`src/rtl/timer_pkg.sv`:
```
// Shared types for the timer/counter family.
// Exports mode_e, the count mode selector driven by the register interface.
package timer_pkg;

  // Count modes: periodic up, periodic down, up/down triangle, one-shot up.
  typedef enum logic [1:0] {
    MODE_UP      = 2'd0,
    MODE_DOWN    = 2'd1,
    MODE_UPDN    = 2'd2,
    MODE_ONESHOT = 2'd3
  } mode_e;

  localparam int unsigned MODE_WIDTH = 2;

endpackage

```
`src/rtl/tick_prescaler.sv`:
```
// Prescaler producing one tick every div_i+1 enabled cycles.
// Ports:
//   clk_i, rst_n_i : clock, async active-low reset
//   clr_i          : sync restart of the divider (psc=0)
//   en_i           : advance enable; divider holds when low
//   div_i          : divide value, tick when psc == div_i
//   tick_o         : combinational tick, valid in the cycle it is consumed
module tick_prescaler #(
  parameter int unsigned PSC_WIDTH = 8
) (
  input  logic                 clk_i,
  input  logic                 rst_n_i,
  input  logic                 clr_i,
  input  logic                 en_i,
  input  logic [PSC_WIDTH-1:0] div_i,
  output logic                 tick_o
);

  logic [PSC_WIDTH-1:0] psc_q;
  logic [PSC_WIDTH-1:0] psc_d;

  // Equality (not >=): lowering div_i below psc makes psc wrap through max.
  assign tick_o = en_i && (psc_q == div_i);

  // Next prescaler value.
  always_comb begin
    psc_d = psc_q;
    if (clr_i) begin
      psc_d = '0;
    end else if (tick_o) begin
      psc_d = '0;
    end else if (en_i) begin
      psc_d = psc_q + PSC_WIDTH'(1);
    end
  end

  // Prescaler register.
  always_ff @(posedge clk_i or negedge rst_n_i) begin
    if (!rst_n_i) begin
      psc_q <= '0;
    end else begin
      psc_q <= psc_d;
    end
  end

endmodule

```
`src/rtl/reload_counter.sv`:
```
// General-purpose reload counter: prescaled tick, four count modes,
// compare pulse and PWM level.
// Ports:
//   clk_i, rst_n_i : clock, async active-low reset
//   clr_i          : sync clear (cnt=0, psc=0, dir=up, done=0)
//   en_i           : count enable, gates the prescaler
//   load_i, dat_i  : sync load of the count (dir unchanged)
//   mode_i         : mode_e count mode
//   psc_i          : prescaler divide (tick every psc_i+1 enabled cycles)
//   reload_i       : period end / down-count restart value
//   cmp_i          : compare value
//   dat_o, dir_o   : registered count and direction (1 = down)
//   ovf_o, cmp_o   : registered one-cycle period-end and compare pulses
//   pwm_o          : dat_o < cmp_i
//   busy_o         : en_i && !done
module reload_counter
  import timer_pkg::*;
#(
  parameter int unsigned DATA_WIDTH = 16,
  parameter int unsigned PSC_WIDTH  = 8
) (
  input  logic                  clk_i,
  input  logic                  rst_n_i,
  input  logic                  clr_i,
  input  logic                  en_i,
  input  logic                  load_i,
  input  logic [MODE_WIDTH-1:0] mode_i,
  input  logic [PSC_WIDTH-1:0]  psc_i,
  input  logic [DATA_WIDTH-1:0] reload_i,
  input  logic [DATA_WIDTH-1:0] cmp_i,
  input  logic [DATA_WIDTH-1:0] dat_i,
  output logic [DATA_WIDTH-1:0] dat_o,
  output logic                  dir_o,
  output logic                  ovf_o,
  output logic                  cmp_o,
  output logic                  pwm_o,
  output logic                  busy_o
);

  mode_e                 mode;
  logic                  tick;
  logic                  at_top;
  logic                  at_zero;

  logic [DATA_WIDTH-1:0] cnt_q, cnt_d;
  logic                  dir_q, dir_d;
  logic                  done_q, done_d;
  logic                  ovf_q, ovf_d;
  logic                  cmp_q, cmp_d;

  assign mode    = mode_e'(mode_i);
  assign at_top  = (cnt_q >= reload_i);
  assign at_zero = (cnt_q == '0);

  // A finished one-shot stops the prescaler; clr/load restart it from zero.
  tick_prescaler #(
    .PSC_WIDTH (PSC_WIDTH)
  ) u_psc (
    .clk_i   (clk_i),
    .rst_n_i (rst_n_i),
    .clr_i   (clr_i || load_i),
    .en_i    (en_i && !done_q),
    .div_i   (psc_i),
    .tick_o  (tick)
  );

  // Next-state logic: clear > load > tick; pulses default low.
  always_comb begin
    cnt_d  = cnt_q;
    dir_d  = dir_q;
    done_d = done_q;
    ovf_d  = 1'b0;
    cmp_d  = 1'b0;
    if (clr_i) begin
      cnt_d  = '0;
      dir_d  = 1'b0;
      done_d = 1'b0;
    end else if (load_i) begin
      cnt_d  = dat_i;
      done_d = 1'b0;
    end else if (tick) begin
      case (mode)
        MODE_UP: begin
          dir_d = 1'b0;
          if (at_top) begin
            cnt_d = '0;
            ovf_d = 1'b1;
          end else begin
            cnt_d = cnt_q + DATA_WIDTH'(1);
          end
        end
        MODE_DOWN: begin
          dir_d = 1'b1;
          if (at_zero) begin
            cnt_d = reload_i;
            ovf_d = 1'b1;
          end else begin
            cnt_d = cnt_q - DATA_WIDTH'(1);
          end
        end
        MODE_UPDN: begin
          // Zero period degenerates to a constant zero count, turnaround every tick.
          if (reload_i == '0) begin
            cnt_d = '0;
            dir_d = 1'b0;
            ovf_d = 1'b1;
          end else if (!dir_q) begin
            if (at_top) begin
              dir_d = 1'b1;
              cnt_d = cnt_q - DATA_WIDTH'(1);
              ovf_d = 1'b1;
            end else begin
              cnt_d = cnt_q + DATA_WIDTH'(1);
            end
          end else begin
            if (at_zero) begin
              dir_d = 1'b0;
              cnt_d = DATA_WIDTH'(1);
              ovf_d = 1'b1;
            end else begin
              cnt_d = cnt_q - DATA_WIDTH'(1);
            end
          end
        end
        MODE_ONESHOT: begin
          dir_d = 1'b0;
          if (at_top) begin
            done_d = 1'b1;
            ovf_d  = 1'b1;
          end else begin
            cnt_d = cnt_q + DATA_WIDTH'(1);
          end
        end
      endcase
      cmp_d = (cnt_d == cmp_i);
    end
  end

  // State and registered outputs.
  always_ff @(posedge clk_i or negedge rst_n_i) begin
    if (!rst_n_i) begin
      cnt_q  <= '0;
      dir_q  <= 1'b0;
      done_q <= 1'b0;
      ovf_q  <= 1'b0;
      cmp_q  <= 1'b0;
    end else begin
      cnt_q  <= cnt_d;
      dir_q  <= dir_d;
      done_q <= done_d;
      ovf_q  <= ovf_d;
      cmp_q  <= cmp_d;
    end
  end

  assign dat_o  = cnt_q;
  assign dir_o  = dir_q;
  assign ovf_o  = ovf_q;
  assign cmp_o  = cmp_q;
  assign pwm_o  = (cnt_q < cmp_i);
  assign busy_o = en_i && !done_q;

endmodule

```
`config.mk`:
```
export PLATFORM = sky130hd
export DESIGN_NAME = reload_counter
export DESIGN_NICKNAME = d
export VERILOG_FILES = /design/src/rtl/timer_pkg.sv /design/src/rtl/tick_prescaler.sv /design/src/rtl/reload_counter.sv
export SDC_FILE = /design/constraint.sdc
export NUM_CORES = 1
export LEC_CHECK = 0
export CELL_PAD_IN_SITES_DETAIL_PLACEMENT = 0
export CELL_PAD_IN_SITES_GLOBAL_PLACEMENT = 1
export CORE_UTILIZATION = 39
export CTS_BUF_LIST = sky130_fd_sc_hd__clkbuf_2
export DETAILED_ROUTE_END_ITERATION = 7
export GPL_TIMING_DRIVEN = 0
export PLACE_DENSITY = 0.86
export SLEW_MARGIN = 20
export SYNTH_ARGS = -nofsm -noshare
export SYNTH_HDL_FRONTEND = slang
export SYNTH_HIERARCHICAL = 1
export SYNTH_SLANG_ARGS = --single-unit
```
`constraint.sdc`:
```
create_clock -name clk_i -period 5.5 [get_ports clk_i]
set_clock_uncertainty 0.15 [all_clocks]
set_input_delay 1.1 -clock clk_i [delete_from_list [all_inputs] [get_ports clk_i]]
set_output_delay 1.1 -clock clk_i [all_outputs]
set_load 0.02 [all_outputs]
```
==> run_results.csv, run 1 <==
group,metric,value,unit
outcome,status,"completed",
synthesis,syn_area,4360,um2
synthesis,synth_edf_count,0,
power_and_ir_drop,leakage,2.16,nW
floorplan,die_x,108,um
synthesis,yosysTopAreaCell,"dfrtp_1",
sta,min_period,5.43,ns
sta,finalSetupViolCount,0,
worst_setup_path,cpMaxStageDelayCell,"clkdlybuf4s50_1",
placement,placed_cell_area,5350,um2
worst_setup_path,r2r-start,"dat_o[0]$_DFFE_PN0P_",
sta,final_hold_viol_count,0,
final_layout,final_common_cell,"clkdlybuf4s50_1",
worst_setup_path,start_kind,"input port",
clock_tree,post_cts.repair.setup_buffers,0,
placement,dp_slack,-0.593,ns
worst_setup_path,rr_worst_depth,16,
power_and_ir_drop,powerDensity,129,nW/um2
clock_tree,cts_root_buf,"clkbuf_2",
worst_setup_path,crit_path_max_fanout,4,
hold_path,hold_start,"done_q$_DFFE_PN0P_",
global_routing,grt_pass1_wl,26200,um
global_routing,grt_max_degree,29,
global_routing,grt_pass1_vias,4921,
placement,hpwlAfterDp,13400,um
global_routing,antenna_found_initial,0,
placement,placed_cells,816,
synthesis,syn-instance-count,594,
synthesis,ys_types,75,
hold_path,min_path_type,"flip-flop to flip-flop",
placement,placement.io_buffers,82,
sta,fin_ws,0.0731,ns
final_layout,multiInputGateArea,3360,um2
worst_setup_path,r2r-end,"cmp_o$_DFF_PN0_",
floorplan,io-pin-count,84,
final_layout,design_area,5380,um2
synthesis,yosysTopAreaCellShare,0.161,
floorplan,initial_core_util,0.401,
hold_path,min_delay_path_depth,2,
synthesis,synth.area.top_cells,"dfrtp_1 (16%), ha_1 (11%), xnor2_1 (7.6%)",
sta,timing.slew.headroom,0.323,
detailed_routing,vias,5055,
detailed_routing,via_per_inst,6.18,
synthesis,yosysSeqAreaShare,0.161,
sta,fmax,0.184,GHz
clock_tree,cts-buffers-inserted,3,
sta,tightest_slew,1.01,ns
detailed_routing,antenna_left,0,
clock_tree,h-tree-depth,1,
floorplan,die_h,108,um
final_layout,final-instance-count-excl-fill,818,
floorplan,core_area,10900,um2
final_layout,n_antenna_cell,0,
worst_setup_path,required,4.25,ns
clock_tree,cts_hold_buf,0,
synthesis,async_reset_ff_frac,1.00,
detailed_routing,dr.pass1.iters,5,
clock_tree,cts_num_sinks,28,
sta,period_share,0.987,
final_layout,drive_gt1_frac,0.0560,
detailed_routing,drt-wirelength-per-cell,20.5,um
detailed_routing,wl,16800,um
final_layout,final_cell_mix,"clkdlybuf4s50_1 (81), nor2_1 (58), inv_1 (44), nand2_1 (44), a21oi_1 (43)",
synthesis,synthFlopType,"dfrtp_1",
power_and_ir_drop,ir_drop,98.7,uV
final_layout,seqCellArea,701,um2
detailed_routing,drc,0,
final_layout,n_fill_cell,1122,
global_routing,gr-usage-all-layers,0.293,
worst_setup_path,path_common_cell,"a21o_1",
synthesis,synth_fp_nets,697,
detailed_routing,drt-initial-drc-count,384,
clock_tree,cts_buffer_depth,2,
final_layout,fin_util,0.494,
job,drv_cap,0,
synthesis,ys_warn_count,6,
worst_setup_path,r2r_setup_slack,0.61,ns
final_layout,nets,783,
global_routing,gr-total-overflow,0,
worst_setup_path,cp.arrival,4.18,ns
floorplan,rows,38,
final_layout,synthToLayoutAreaGrowth,23.4,%
sta,rsz0062_at_grt,"no",
sta,hold-worst-slack,0.432,ns
worst_setup_path,cp-end-kind,"output port",
clock_tree,cts_tree,"done",
worst_setup_path,crit_chain,"clkdlybuf4s50_1 -> inv_1 -> ha_1 -> a21o_1 -> a21o_1 -> a21o_1 -> a21o_1 -> a21o_1 -> a21o_1 -> a21oi_2 -> nor3_1 -> nor2_1 -> clkdlybuf4s50_1",
worst_setup_path,crit_type,"input port to output port",
synthesis,syn-mean-instance-area,7.34,um2
worst_setup_path,critPathMaxStageDelay,0.62,ns
sta,drv_slew,0,
placement,place_congestion,0.979,
synthesis,synth_seq_cells,28,
clock_tree,clk_latency,0.36,ns
hold_path,min_to,"done_q$_DFFE_PN0P_",
floorplan,die_area,11600,um2
clock_tree,clk_pin_slew,0.25,ns
## critical path: cells and delay by family
family                   cells  cell delay (ns)
AND/OR/NAND/NOR              2             0.22
buffers and inverters        3             1.26
AO/OA/AOI/OAI                7             1.32
adder cells (fa/ha/maj)      1             0.28
## synthesized netlist by cell type, types with 4 or more instances
master	instances
inv_1	44
or2_2	6
o211ai_1	5
nand2_1	44
a211o_1	4
nand3b_1	5
nor4_1	5
xor2_1	10
a21oi_1	45
o211a_1	4
a21o_1	10
xnor2_1	38
o21a_1	5
o21ai_0	22
and4_1	4
a2bb2oi_1	4
o21ai_1	6
nand4_1	14
dfrtp_1	28
nand2b_1	9
a221oi_1	6
nor2_1	58
a31oi_1	6
a211oi_1	13
ha_1	40
a21boi_0	5
a311oi_1	6
or4_1	4
buf_1	6
nand3_1	25
nor3_1	22
clkbuf_1	27
## cell type report
type,count,area share
timing repair buffer,82,0.152
tap,140,0.0325
multi-input combinational,484,0.625
inverter,45,0.0314
clock buffer,3,0.00279
buffer,36,0.0265
sequential,28,0.130
## where the power goes
group	internal [mW]	total, mW	switching, mW
Combinational	0.165	0.385	0.220
Clock	0.0148	0.0740	0.0591
Sequential	0.213	0.233	0.0200
## what timing repair did
action                     CTS  global route
gates resized for setup      0             3
setup endpoints to repair    1             2
pin swaps                    0             0
## worst max path at each step
stage	startpoint	to	slack, ns	cells past startpoint
CTS	cmp_i[1]	pwm_o	0.03	13
global route	cmp_i[1]	pwm_o	0.01	13
detailed placement	reload_i[13]	cmp_o$_DFF_PN0_	-0.59	18
floorplan	reload_i[0]	cmp_o$_DFF_PN0_	0.92	16
finish	cmp_i[1]	pwm_o	0.07	13
global placement	reload_i[13]	cmp_o$_DFF_PN0_	-0.66	18
## sequential cells by signal, indices dropped and copies added, names as in the netlist
signal / cells
dat_o: 16
done_q: 1
cmp_o: 1
u_psc/psc_q: 8
ovf_o: 1
dir_o: 1
## layer usage
metal | routed length (um) | vias up | track usage
met5 | 0 | - | 0
met4 | 713 | 0 | 0.120
met3 | 1270 | 45 | 0.0527
met2 | 7340 | 236 | 0.458
met1 | 7460 | 2426 | 0.393
li1 | - | 2348 | -
## stage by stage
| step | setup TNS (ns) | total power, mW |
|---|---|---|
| 4_1_cts | 0 | 0.682 |
| 3_3_place_gp | -0.825 | 0.603 |
| 2_1_floorplan | 0 | 0.458 |
| 3_5_place_dp | -0.767 | 0.608 |
| 5_1_grt | 0 | 0.734 |
| 6_report | 0 | 0.692 |
## cell families (layout without fill, tap and decap cells)
| family | Yosys count | in the layout | share of synthesized area |
|---|---|---|---|
| DFF | 28 | 28 | 0.161 |
| xor gates and xnor gates | 48 | 48 | 0.0964 |
| AOI/OAI and AO/OA | 174 | 174 | 0.288 |
| adders and majority gates | 40 | 40 | 0.115 |
| and+or+nand+nor | 220 | 220 | 0.263 |
| muxes | 2 | 2 | 0.00488 |
| buffers and inverters | 82 | 166 | 0.0723 |
Note: power is estimated with default switching activity, not from simulation.
==> run 2: changes to the inputs <==
Settings changed: CORE_UTILIZATION 39 to 40, PLACE_DENSITY 0.86 to 0.88, SKIP_CTS_REPAIR_TIMING from default to 1.
Clock period 5.5 ns to 6.63 ns, I/O delays scaled along.
==> run 2 against run 1 <==
  * Die area decreased by 2.5%
  * Non-clock buffer count is 1 higher
  * Wire length up 3.7%
  * Cell count decreased by 0.24%
  * Utilization grew 2.1 points
  * Register-to-register slack improved by 0.36 ns
  * First-iteration DRC count is 6.5% higher
==> run_results.csv, run 2 (same netlist as run 1, synthesis figures left out) <==
group,metric,value,unit
sta,fin_setup_tns,0,ns
worst_setup_path,critPathMaxStageDelay,0.58,ns
final_layout,final_common_cell,"clkdlybuf4s50_1",
final_layout,synthToLayoutAreaGrowth,23.6,%
clock_tree,cts_buffer_depth,2,
final_layout,n_antenna_cell,0,
worst_setup_path,r2r_setup_slack,0.97,ns
job,drv_cap,0,
detailed_routing,vias,5053,
detailed_routing,antenna_left,0,
sta,fmax,0.161,GHz
clock_tree,cts_tree,"done",
detailed_routing,drc,0,
final_layout,n_fill_cell,1108,
floorplan,io-pin-count,84,
global_routing,gr-usage-all-layers,0.315,
final_layout,final_cell_mix,"clkdlybuf4s50_1 (81), nor2_1 (58), a21oi_1 (45)",
power_and_ir_drop,leakage,2.18,nW
detailed_routing,drt-initial-drc-count,409,
worst_setup_path,crit_chain,"clkdlybuf4s50_1 -> inv_1 -> ha_1 -> a211oi_1 -> o21bai_1 -> a311oi_2 -> nand2_1 -> inv_2 -> buf_2 -> buf_1 -> ha_1 -> inv_1 -> a221oi_1 -> a21oi_1 -> xnor2_1 -> and4_1 -> o2111ai_1 -> nor4_2",
sta,drv_slew,0,
detailed_routing,drt-wirelength-per-cell,21.3,um
final_layout,fin_util,0.515,
worst_setup_path,crit_end,"cmp_o$_DFF_PN0_",
worst_setup_path,crit_path_max_fanout,10,
detailed_routing,dr.pass1.iters,5,
global_routing,grt_pass1_vias,4885,
clock_tree,cts_root_buf,"clkbuf_2",
worst_setup_path,startpoint,"reload_i[13]",
worst_setup_path,cpMaxStageDelayCell,"buf_1",
sta,period_share,0.935,
floorplan,die_x,106,um
global_routing,antenna_found_initial,0,
clock_tree,clk_latency,0.41,ns
global_routing,gr-total-overflow,0,
power_and_ir_drop,clockPowerShare,0.182,
floorplan,rows,37,
placement,placement.io_buffers,82,
power_and_ir_drop,p_seq_frac,0.308,
worst_setup_path,start_kind,"input port",
worst_setup_path,cp.depth,18,
worst_setup_path,cp-end-kind,"flip-flop",
placement,hpwlAfterDp,13900,um
sta,final_hold_viol_count,0,
outcome,status,"completed",
worst_setup_path,r2r-end,"cmp_o$_DFF_PN0_",
global_routing,grt_pass1_wl,27200,um
floorplan,die_h,106,um
floorplan,core_area,10500,um2
clock_tree,clk_pin_slew,0.33,ns
sta,tightest_slew,1.02,ns
worst_setup_path,cp.arrival,6.41,ns
worst_setup_path,crit_type,"input port to flip-flop",
floorplan,initial_core_util,0.417,
final_layout,multiInputGateArea,3350,um2
worst_setup_path,cp_top_family,"compound AO/OA/AOI/OAI gates",
sta,finalSetupViolCount,0,
placement,place_congestion,1.00,
power_and_ir_drop,ir_drop,76.0,uV
power_and_ir_drop,switching_power,0.261,mW
sta,rsz0062_at_grt,"no",
worst_setup_path,r2r-start,"dat_o[0]$_DFFE_PN0P_",
global_routing,grt_max_degree,29,
power_and_ir_drop,powerDensity,116,nW/um2
sta,min_period,6.20,ns
floorplan,die_area,11300,um2
worst_setup_path,required,6.83,ns
power_and_ir_drop,switching_share,0.418,
detailed_routing,via_per_inst,6.19,
clock_tree,h-tree-depth,1,
sta,timing.slew.headroom,0.311,
worst_setup_path,path_buf_inv,6,
hold_path,min_path_type,"flip-flop to flip-flop",
detailed_routing,wl,17400,um
power_and_ir_drop,combPwrFrac,0.510,
final_layout,nets,784,
final_layout,seqCellArea,701,um2
worst_setup_path,rr_worst_depth,17,
final_layout,largest_reg_flops,16,
final_layout,drive_gt1_frac,0.0544,
clock_tree,cts_num_sinks,28,
power_and_ir_drop,internal-power,0.365,mW
clock_tree,cts-buffers-inserted,3,
run 2: changes by cell type in the layout (fill, tap and decap cells not counted), sizes merged:
cell / delta
buf: +1
bufinv: +1
run 2: final cells by class:
class                           count  area share
Multi-Input combinational cell    484       0.620
Sequential cell                    28       0.130
Inverter                           45      0.0313
Clock inverter                      1     0.00557
Tap cell                          136      0.0316
Clock buffer                        3     0.00278
Timing Repair Buffer               82       0.151
Buffer                             37      0.0271
run 2: per-stage QoR:
stage	area [um2]	power [mW]	hold slack [ns]	worst slack [ns]	instances
after floorplan	4360	0.380	0.313	1.82	594
after global placement	5350	0.505	0.362	0.0573	812
after detailed placement	5350	0.508	0.362	0.110	812
after CTS	5390	0.624	0.424	0.524	816
after global routing	5390	0.661	0.471	0.265	816
final	5390	0.626	0.433	0.428	816
run 2: tightest hold or removal path, stage by stage, from the launching register on:
cell     delay (ns)
dfrtp_1        0.45
a31oi_1        0.05
nor2_1         0.08
run 2: power by group through the flow:
stage	Sequential, mW	Clock [mW]	Combinational [mW]
2_1_floorplan	0.195	0	0.185
3_3_place_gp	0.195	0	0.310
3_5_place_dp	0.195	0	0.313
4_1_cts	0.193	0.117	0.315
5_1_grt	0.194	0.120	0.347
6_report	0.193	0.114	0.319
run 2: worst min-delay path by stage:
stage | slack [ns] | cells past startpoint | start | to
2_1_floorplan | 0.31 | 2 | done_q$_DFFE_PN0P_ | done_q$_DFFE_PN0P_
3_3_place_gp | 0.36 | 2 | done_q$_DFFE_PN0P_ | done_q$_DFFE_PN0P_
3_5_place_dp | 0.36 | 2 | done_q$_DFFE_PN0P_ | done_q$_DFFE_PN0P_
4_1_cts | 0.42 | 2 | done_q$_DFFE_PN0P_ | done_q$_DFFE_PN0P_
5_1_grt | 0.47 | 2 | done_q$_DFFE_PN0P_ | done_q$_DFFE_PN0P_
6_report | 0.43 | 2 | done_q$_DFFE_PN0P_ | done_q$_DFFE_PN0P_
run 2: layer usage:
metal  vias to the layer above  global-route usage  routed length (um)
li1                       2353                   -                   -
met1                      2418               0.427                7520
met2                       239               0.516                7950
met3                        43              0.0331                1290
met4                         0               0.113                 636
met5                         -                   0                   0
